<file path="src/rtl/word_stream_out.sv">
// Drains the 16-word result memory of the byte-packing FSM after `done_in` rises,
// streaming each word on a valid/ready port with a last flag and a running checksum.
module word_stream_out #(
  parameter int N_WORDS    = 16,
  parameter int ADDR_W     = 4,
  parameter int DATA_W     = 16,
  parameter int FIFO_DEPTH = 4
) (
  input  logic              clk,
  input  logic              rst_n,
  input  logic              done_in,
  output logic [ADDR_W-1:0] rd_add,
  input  logic [DATA_W-1:0] rd_data,
  output logic              m_valid,
  input  logic              m_ready,
  output logic [DATA_W-1:0] m_data,
  output logic              m_last,
  output logic              busy,
  output logic [DATA_W-1:0] csum,
  output logic              csum_valid
);

  // state  | meaning
  // IDLE   | waiting for a rising edge on done_in
  // FETCH  | issuing reads while the FIFO has credit for them
  // DRAIN  | all reads issued; waiting for the FIFO to empty
  typedef enum logic [1:0] {
    S_IDLE  = 2'd0,
    S_FETCH = 2'd1,
    S_DRAIN = 2'd2
  } state_t;

  localparam int PTR_W = (FIFO_DEPTH > 1) ? $clog2(FIFO_DEPTH) : 1;
  localparam int CNT_W = $clog2(FIFO_DEPTH + 1);
  localparam int ISS_W = ADDR_W + 1;
  localparam int ENT_W = DATA_W + 1;

  state_t             state_q, state_d;
  logic               done_q;
  logic [ISS_W-1:0]   issue_q;
  logic [ISS_W-1:0]   ret_q;
  logic [ADDR_W-1:0]  rd_add_q;
  logic               inflight_q;
  logic               inflight_last_q;
  logic [PTR_W-1:0]   wr_ptr_q, rd_ptr_q;
  logic [CNT_W-1:0]   count_q;
  logic [DATA_W-1:0]  csum_q;
  logic               csum_valid_q;
  logic [ENT_W-1:0]   fifo_mem [FIFO_DEPTH];

  logic               trigger;
  logic               fifo_empty;
  logic               push;
  logic               pop;
  logic               room;
  logic               last_issue;
  logic               all_returned;
  logic [CNT_W:0]     occ_sum;
  logic [CNT_W:0]     occ_lim;
  logic [ENT_W-1:0]   head;

  logic               issue_en;
  logic               start;
  logic               drain_done;
  logic               busy_c;

  assign trigger      = done_in & ~done_q;
  assign fifo_empty   = (count_q == '0);
  assign push         = inflight_q;
  assign head         = fifo_mem[rd_ptr_q];
  assign pop          = ~fifo_empty & m_ready;
  assign last_issue   = (issue_q == ISS_W'(N_WORDS - 1));
  assign all_returned = (ret_q == ISS_W'(N_WORDS));

  // A word popped this cycle frees its slot in time for a read issued now,
  // so full-rate streaming does not depend on the FIFO depth.
  assign occ_sum = {1'b0, count_q} + {{CNT_W{1'b0}}, inflight_q};
  assign occ_lim = (CNT_W+1)'(FIFO_DEPTH) + {{CNT_W{1'b0}}, pop};
  assign room    = (occ_sum < occ_lim);

  always_ff @(posedge clk or negedge rst_n) begin
    if (!rst_n) begin
      state_q <= S_IDLE;
    end else begin
      state_q <= state_d;
    end
  end

  always_comb begin
    state_d = state_q;
    unique case (state_q)
      S_IDLE: begin
        if (trigger) state_d = S_FETCH;
      end
      S_FETCH: begin
        if (room && last_issue) state_d = S_DRAIN;
      end
      S_DRAIN: begin
        if (all_returned && fifo_empty && !inflight_q) state_d = S_IDLE;
      end
      default: state_d = S_IDLE;
    endcase
  end

  always_comb begin
    issue_en   = 1'b0;
    start      = 1'b0;
    drain_done = 1'b0;
    busy_c     = 1'b1;
    unique case (state_q)
      S_IDLE: begin
        busy_c = 1'b0;
        start  = trigger;
      end
      S_FETCH: begin
        issue_en = room;
      end
      S_DRAIN: begin
        drain_done = all_returned & fifo_empty & ~inflight_q;
      end
      default: busy_c = 1'b0;
    endcase
  end

  always_ff @(posedge clk or negedge rst_n) begin
    if (!rst_n) begin
      done_q          <= 1'b0;
      issue_q         <= '0;
      ret_q           <= '0;
      rd_add_q        <= '0;
      inflight_q      <= 1'b0;
      inflight_last_q <= 1'b0;
      csum_q          <= '0;
      csum_valid_q    <= 1'b0;
    end else begin
      done_q          <= done_in;
      inflight_q      <= issue_en;
      inflight_last_q <= issue_en & (rd_add_q == ADDR_W'(N_WORDS - 1));
      csum_valid_q    <= drain_done;
      if (start) begin
        issue_q  <= '0;
        ret_q    <= '0;
        rd_add_q <= '0;
        csum_q   <= '0;
      end else begin
        if (issue_en) begin
          issue_q  <= issue_q + ISS_W'(1);
          rd_add_q <= rd_add_q + ADDR_W'(1);
        end
        if (push) ret_q <= ret_q + ISS_W'(1);
        if (pop) csum_q <= csum_q + head[DATA_W-1:0];
      end
    end
  end

  always_ff @(posedge clk or negedge rst_n) begin
    if (!rst_n) begin
      wr_ptr_q <= '0;
      rd_ptr_q <= '0;
      count_q  <= '0;
    end else begin
      if (push) wr_ptr_q <= wr_ptr_q + PTR_W'(1);
      if (pop)  rd_ptr_q <= rd_ptr_q + PTR_W'(1);
      count_q <= count_q + CNT_W'(push) - CNT_W'(pop);
    end
  end

  // Storage needs no reset; the head is only exposed while the FIFO holds data.
  always_ff @(posedge clk) begin
    if (push) fifo_mem[wr_ptr_q] <= {inflight_last_q, rd_data};
  end

  assign rd_add     = rd_add_q;
  assign m_valid    = ~fifo_empty;
  assign m_data     = fifo_empty ? '0 : head[DATA_W-1:0];
  assign m_last     = ~fifo_empty & head[DATA_W];
  assign busy       = busy_c;
  assign csum       = csum_q;
  assign csum_valid = csum_valid_q;

endmodule

</file>
<file path="config.mk">
export PLATFORM = sky130hd
export DESIGN_NAME = word_stream_out
export DESIGN_NICKNAME = d
export VERILOG_FILES = /design/src/rtl/word_stream_out.sv
export SDC_FILE = /design/constraint.sdc
export NUM_CORES = 1
export LEC_CHECK = 0
export ABC_AREA = 1
export BUFFER_PORTS_ARGS = -buffer_cell sky130_fd_sc_hd__buf_2
export CAP_MARGIN = 30
export CORE_MARGIN = 2
export CORE_UTILIZATION = 59
export DETAILED_ROUTE_END_ITERATION = 7
export PLACE_DENSITY = 0.84
export SYNTH_ARGS = -nofsm -noshare
export SYNTH_HDL_FRONTEND = slang
export SYNTH_SLANG_ARGS = --single-unit
export TNS_END_PERCENT = 20
</file>
<file path="constraint.sdc">
create_clock -name clk -period 3.2 [get_ports clk]
set_input_delay 0.16 -clock clk [delete_from_list [all_inputs] [get_ports clk]]
set_output_delay 0.16 -clock clk [all_outputs]
set_load 0.01 [all_outputs]
</file>
==> flow_metrics.env <==
export IMPL_syn_avg_cell_area_um2=9.31
export IMPL_cts_tree="built"
export IMPL_io_pins=60
export IMPL_antenna_found_initial=0
export IMPL_final_cell_mix="nand2_1 (142), nor2_1 (92), edfxtp_1 (68), buf_2 (59), inv_1 (57)"
export IMPL_slew_viol_final=0
export IMPL_power_density_nw_per_um2=1000
export IMPL_synth_flop_cell="edfxtp_1"
export IMPL_viasPerCell=5.30
export IMPL_htreeDepth=3
export IMPL_portBuffers=59
export IMPL_power_leakage_nw=3.00
export IMPL_worstMarginPinSlew_ns=0.783
export IMPL_grt_usage_pct=24.6
export IMPL_die_w_um=102
export IMPL_post_drt_wl_per_cell_um=14.4
export IMPL_whs_path_depth=1
export IMPL_rr_worst_depth=15
export IMPL_worstSetupPathType="reg -> reg"
export IMPL_hold_viol_final=0
export IMPL_gp_congestion=0.871
export IMPL_hold_start="rd_data[6]"
export IMPL_cp_startpoint="rd_ptr_q[0]"
export IMPL_cp_data_arrival_time_ns=2.94
export IMPL_drc=0
export IMPL_initial_core_util_pct=60.9
export IMPL_rsz0062_at_grt="false"
export IMPL_critPathSlowestCell="dfrtp_2"
export IMPL_endpoint_kind="flip-flop"
export IMPL_layout_min_cycle_time_ns=2.67
export IMPL_synth_area_um2=5630
export IMPL_status="complete, no violations"
export IMPL_ys_seq_area_share_pct=55.4
export IMPL_fin_hold_ws_ns=0.0183
export IMPL_rrSetupSlack_ns=0.53
export IMPL_synth_edf_count=68
export IMPL_vias=4301
export IMPL_cpPeakStageDelay_ns=0.61
export IMPL_grt_overflow=0
export IMPL_hold_end="fifo_mem[0][6]"
export IMPL_rows=35
export IMPL_placed_cells=781
export IMPL_syn_inst=605
export IMPL_drt_initial_drc_count=323
export IMPL_mostFrequentLayoutCell="nand2_1"
export IMPL_crit_fanout=35
export IMPL_core_area_um2=9240
export IMPL_crit_top_cell="nand2_1"
export IMPL_setup_tns_ns=0
export IMPL_die_y_um=102
export IMPL_dieArea_um2=10300
export IMPL_crit_chain="inv_4, nor2_1, nor2_1, o21ai_0, nand2_1, ha_1, fa_1, nand3_1, nand2_1, nand2_1, nand2_1, nand2_1, nand3_1, nand3_1, nand2_1"
export IMPL_hp_class="in -> reg"
export IMPL_fillers=645
export IMPL_grt_pass1_vias=4267
export IMPL_ant_nets=0
export IMPL_finish_utilization_pct=69.1
export IMPL_setup_viol_count_final=0
export IMPL_clkSinkCount=111
export IMPL_dp_hpwl_mm=8.28
export IMPL_max_freq_ghz=0.375
export IMPL_ctsLongestPathBuffers=2
export IMPL_grt_first_pass_wirelength_mm=19.7
export IMPL_netlist_cell_type_count=35
export IMPL_drt_total_wl_mm=11.7
export IMPL_grt_max_degree=40
export IMPL_start_kind="flip-flop"
export IMPL_fin_worst_skew_ns=0.00776
export IMPL_cts_buffers=9
export IMPL_nets=732
export IMPL_slew_limit_headroom_pct=47.8
export IMPL_final_cells=812
export IMPL_root_buffer="clkbuf_8"
export IMPL_clk_latency_ns=0.37
export IMPL_vdd_ir_drop_max_v=0.000428
export IMPL_diodes=0
export IMPL_crit_required_ns=3.48
export IMPL_cap_violations=0
export IMPL_drive_gt1_share_pct=14.5
export IMPL_first_pass_iters=6
export IMPL_r2r_end="csum[14]"
export IMPL_path_clk_slew_ns=0.11
export IMPL_syn2layout_area_growth_pct=13.4
export IMPL_syn_nets=659
export IMPL_r2r_start="rd_ptr_q[0]"
export IMPL_ys_seq_elements=111
export IMPL_yosysWarnings=0
export IMPL_async_reset_ff_share_pct=38.7
export IMPL_fin_crit_sh_pct=83.3
[registers in the layout, indices dropped and copies added, names as in the netlist]
register         flops
issue_q              5
csum                16
inflight_last_q      1
state_q              2
inflight_q           1
wr_ptr_q             2
fifo_mem            68
csum_valid           1
count_q              3
ret_q                5
rd_ptr_q             2
done_q               1
rd_add               4
[worst max path at each step]
stage          endpoint  slack, ns  cells after the start
6_report       csum[14]       0.53                     15
5_1_grt        csum[14]       0.19                     15
3_5_place_dp   csum[14]       0.34                     15
3_3_place_gp   csum[14]       0.42                     15
4_1_cts        csum[14]       0.29                     15
2_1_floorplan  csum[14]       1.00                     14
[report_power, final]
group	switching [mW]	total, mW	internal, mW
Combinational	2.20	3.47	1.27
Sequential	0.260	2.09	1.83
Clock	0.518	0.828	0.309
[per-layer routing]
layer / global-route usage (%) / wire, um / vias up
met2: 42.7 / 5880 / 129
met5: 0 / 0 / -
met4: 7.59 / 154 / 0
met1: 31.5 / 5090 / 2024
met3: 4.69 / 592 / 14
li1: - / - / 2134
[synthesized netlist by cell type (2+ instances only)]
master | count | area [um^2]
nand3_2 | 2 | 20.0
dfrtp_1 | 43 | 1080
inv_4 | 2 | 12.5
nand3b_1 | 4 | 30.0
nand4_1 | 3 | 18.8
fa_1 | 2 | 40.0
nor3_1 | 3 | 15.0
xnor2_1 | 4 | 35.0
buf_2 | 10 | 50.1
nor2_1 | 92 | 345
xor2_1 | 7 | 61.3
clkbuf_1 | 2 | 7.51
nand2_1 | 142 | 533
o31ai_2 | 2 | 25.0
inv_1 | 57 | 214
nand2_2 | 4 | 25.0
a22o_1 | 2 | 17.5
nor2_2 | 2 | 12.5
o21ai_1 | 6 | 30.0
edfxtp_1 | 68 | 2040
buf_4 | 3 | 22.5
a21oi_1 | 32 | 160
ha_1 | 32 | 400
nand3_1 | 30 | 150
o21ai_0 | 39 | 195
inv_2 | 3 | 11.3
[stage by stage]
step / power (mW) / instance area (um^2) / setup slack, ns
4_1_cts: 6.40 / 6390 / 0.290
3_3_place_gp: 5.40 / 6020 / 0.420
5_1_grt: 7.01 / 6390 / 0.189
2_1_floorplan: 4.61 / 5630 / 1.00
6_report: 6.39 / 6390 / 0.534
3_5_place_dp: 5.55 / 6040 / 0.344
[repair_timing]
action / CTS / global route
gates resized for setup: 0 / 1
hold buffers: 15 / 0
endpoints found under the hold margin: 93 / 0
setup buffers: 0 / 0
setup endpoints to repair: 0 / 3
[layout make-up]
class	count	area, um^2	area share, %
clock buffer	9	124	1.94
clock inverter	7	73.8	1.16
inverter	63	241	3.78
multi-input combinational	415	2180	34.1
sequential	111	3120	48.8
tap	129	161	2.53
timing repair buffer	78	488	7.64
[cell families (layout without fill, tap and decap cells)]
logic type / after synthesis / count (layout) / share of synthesized area (%)
and+or+nand+nor: 286 / 286 / 21.0
adders and majority gates: 34 / 34 / 7.82
DFF: 111 / 111 / 55.4
buffers and inverters: 79 / 157 / 5.91
AOI/OAI and AO/OA: 83 / 83 / 7.93
xor gates and xnor gates: 12 / 12 / 2.00
[worst max-delay path: cells and delay by family (launching register included)]
family	cells	cell delay, ns
simple gates	11	0.98
fa+ha+maj	2	0.64
buf+inv	1	0.22
flops	1	0.61
compound gates	1	0.12
(Power assumes the default switching activity.)
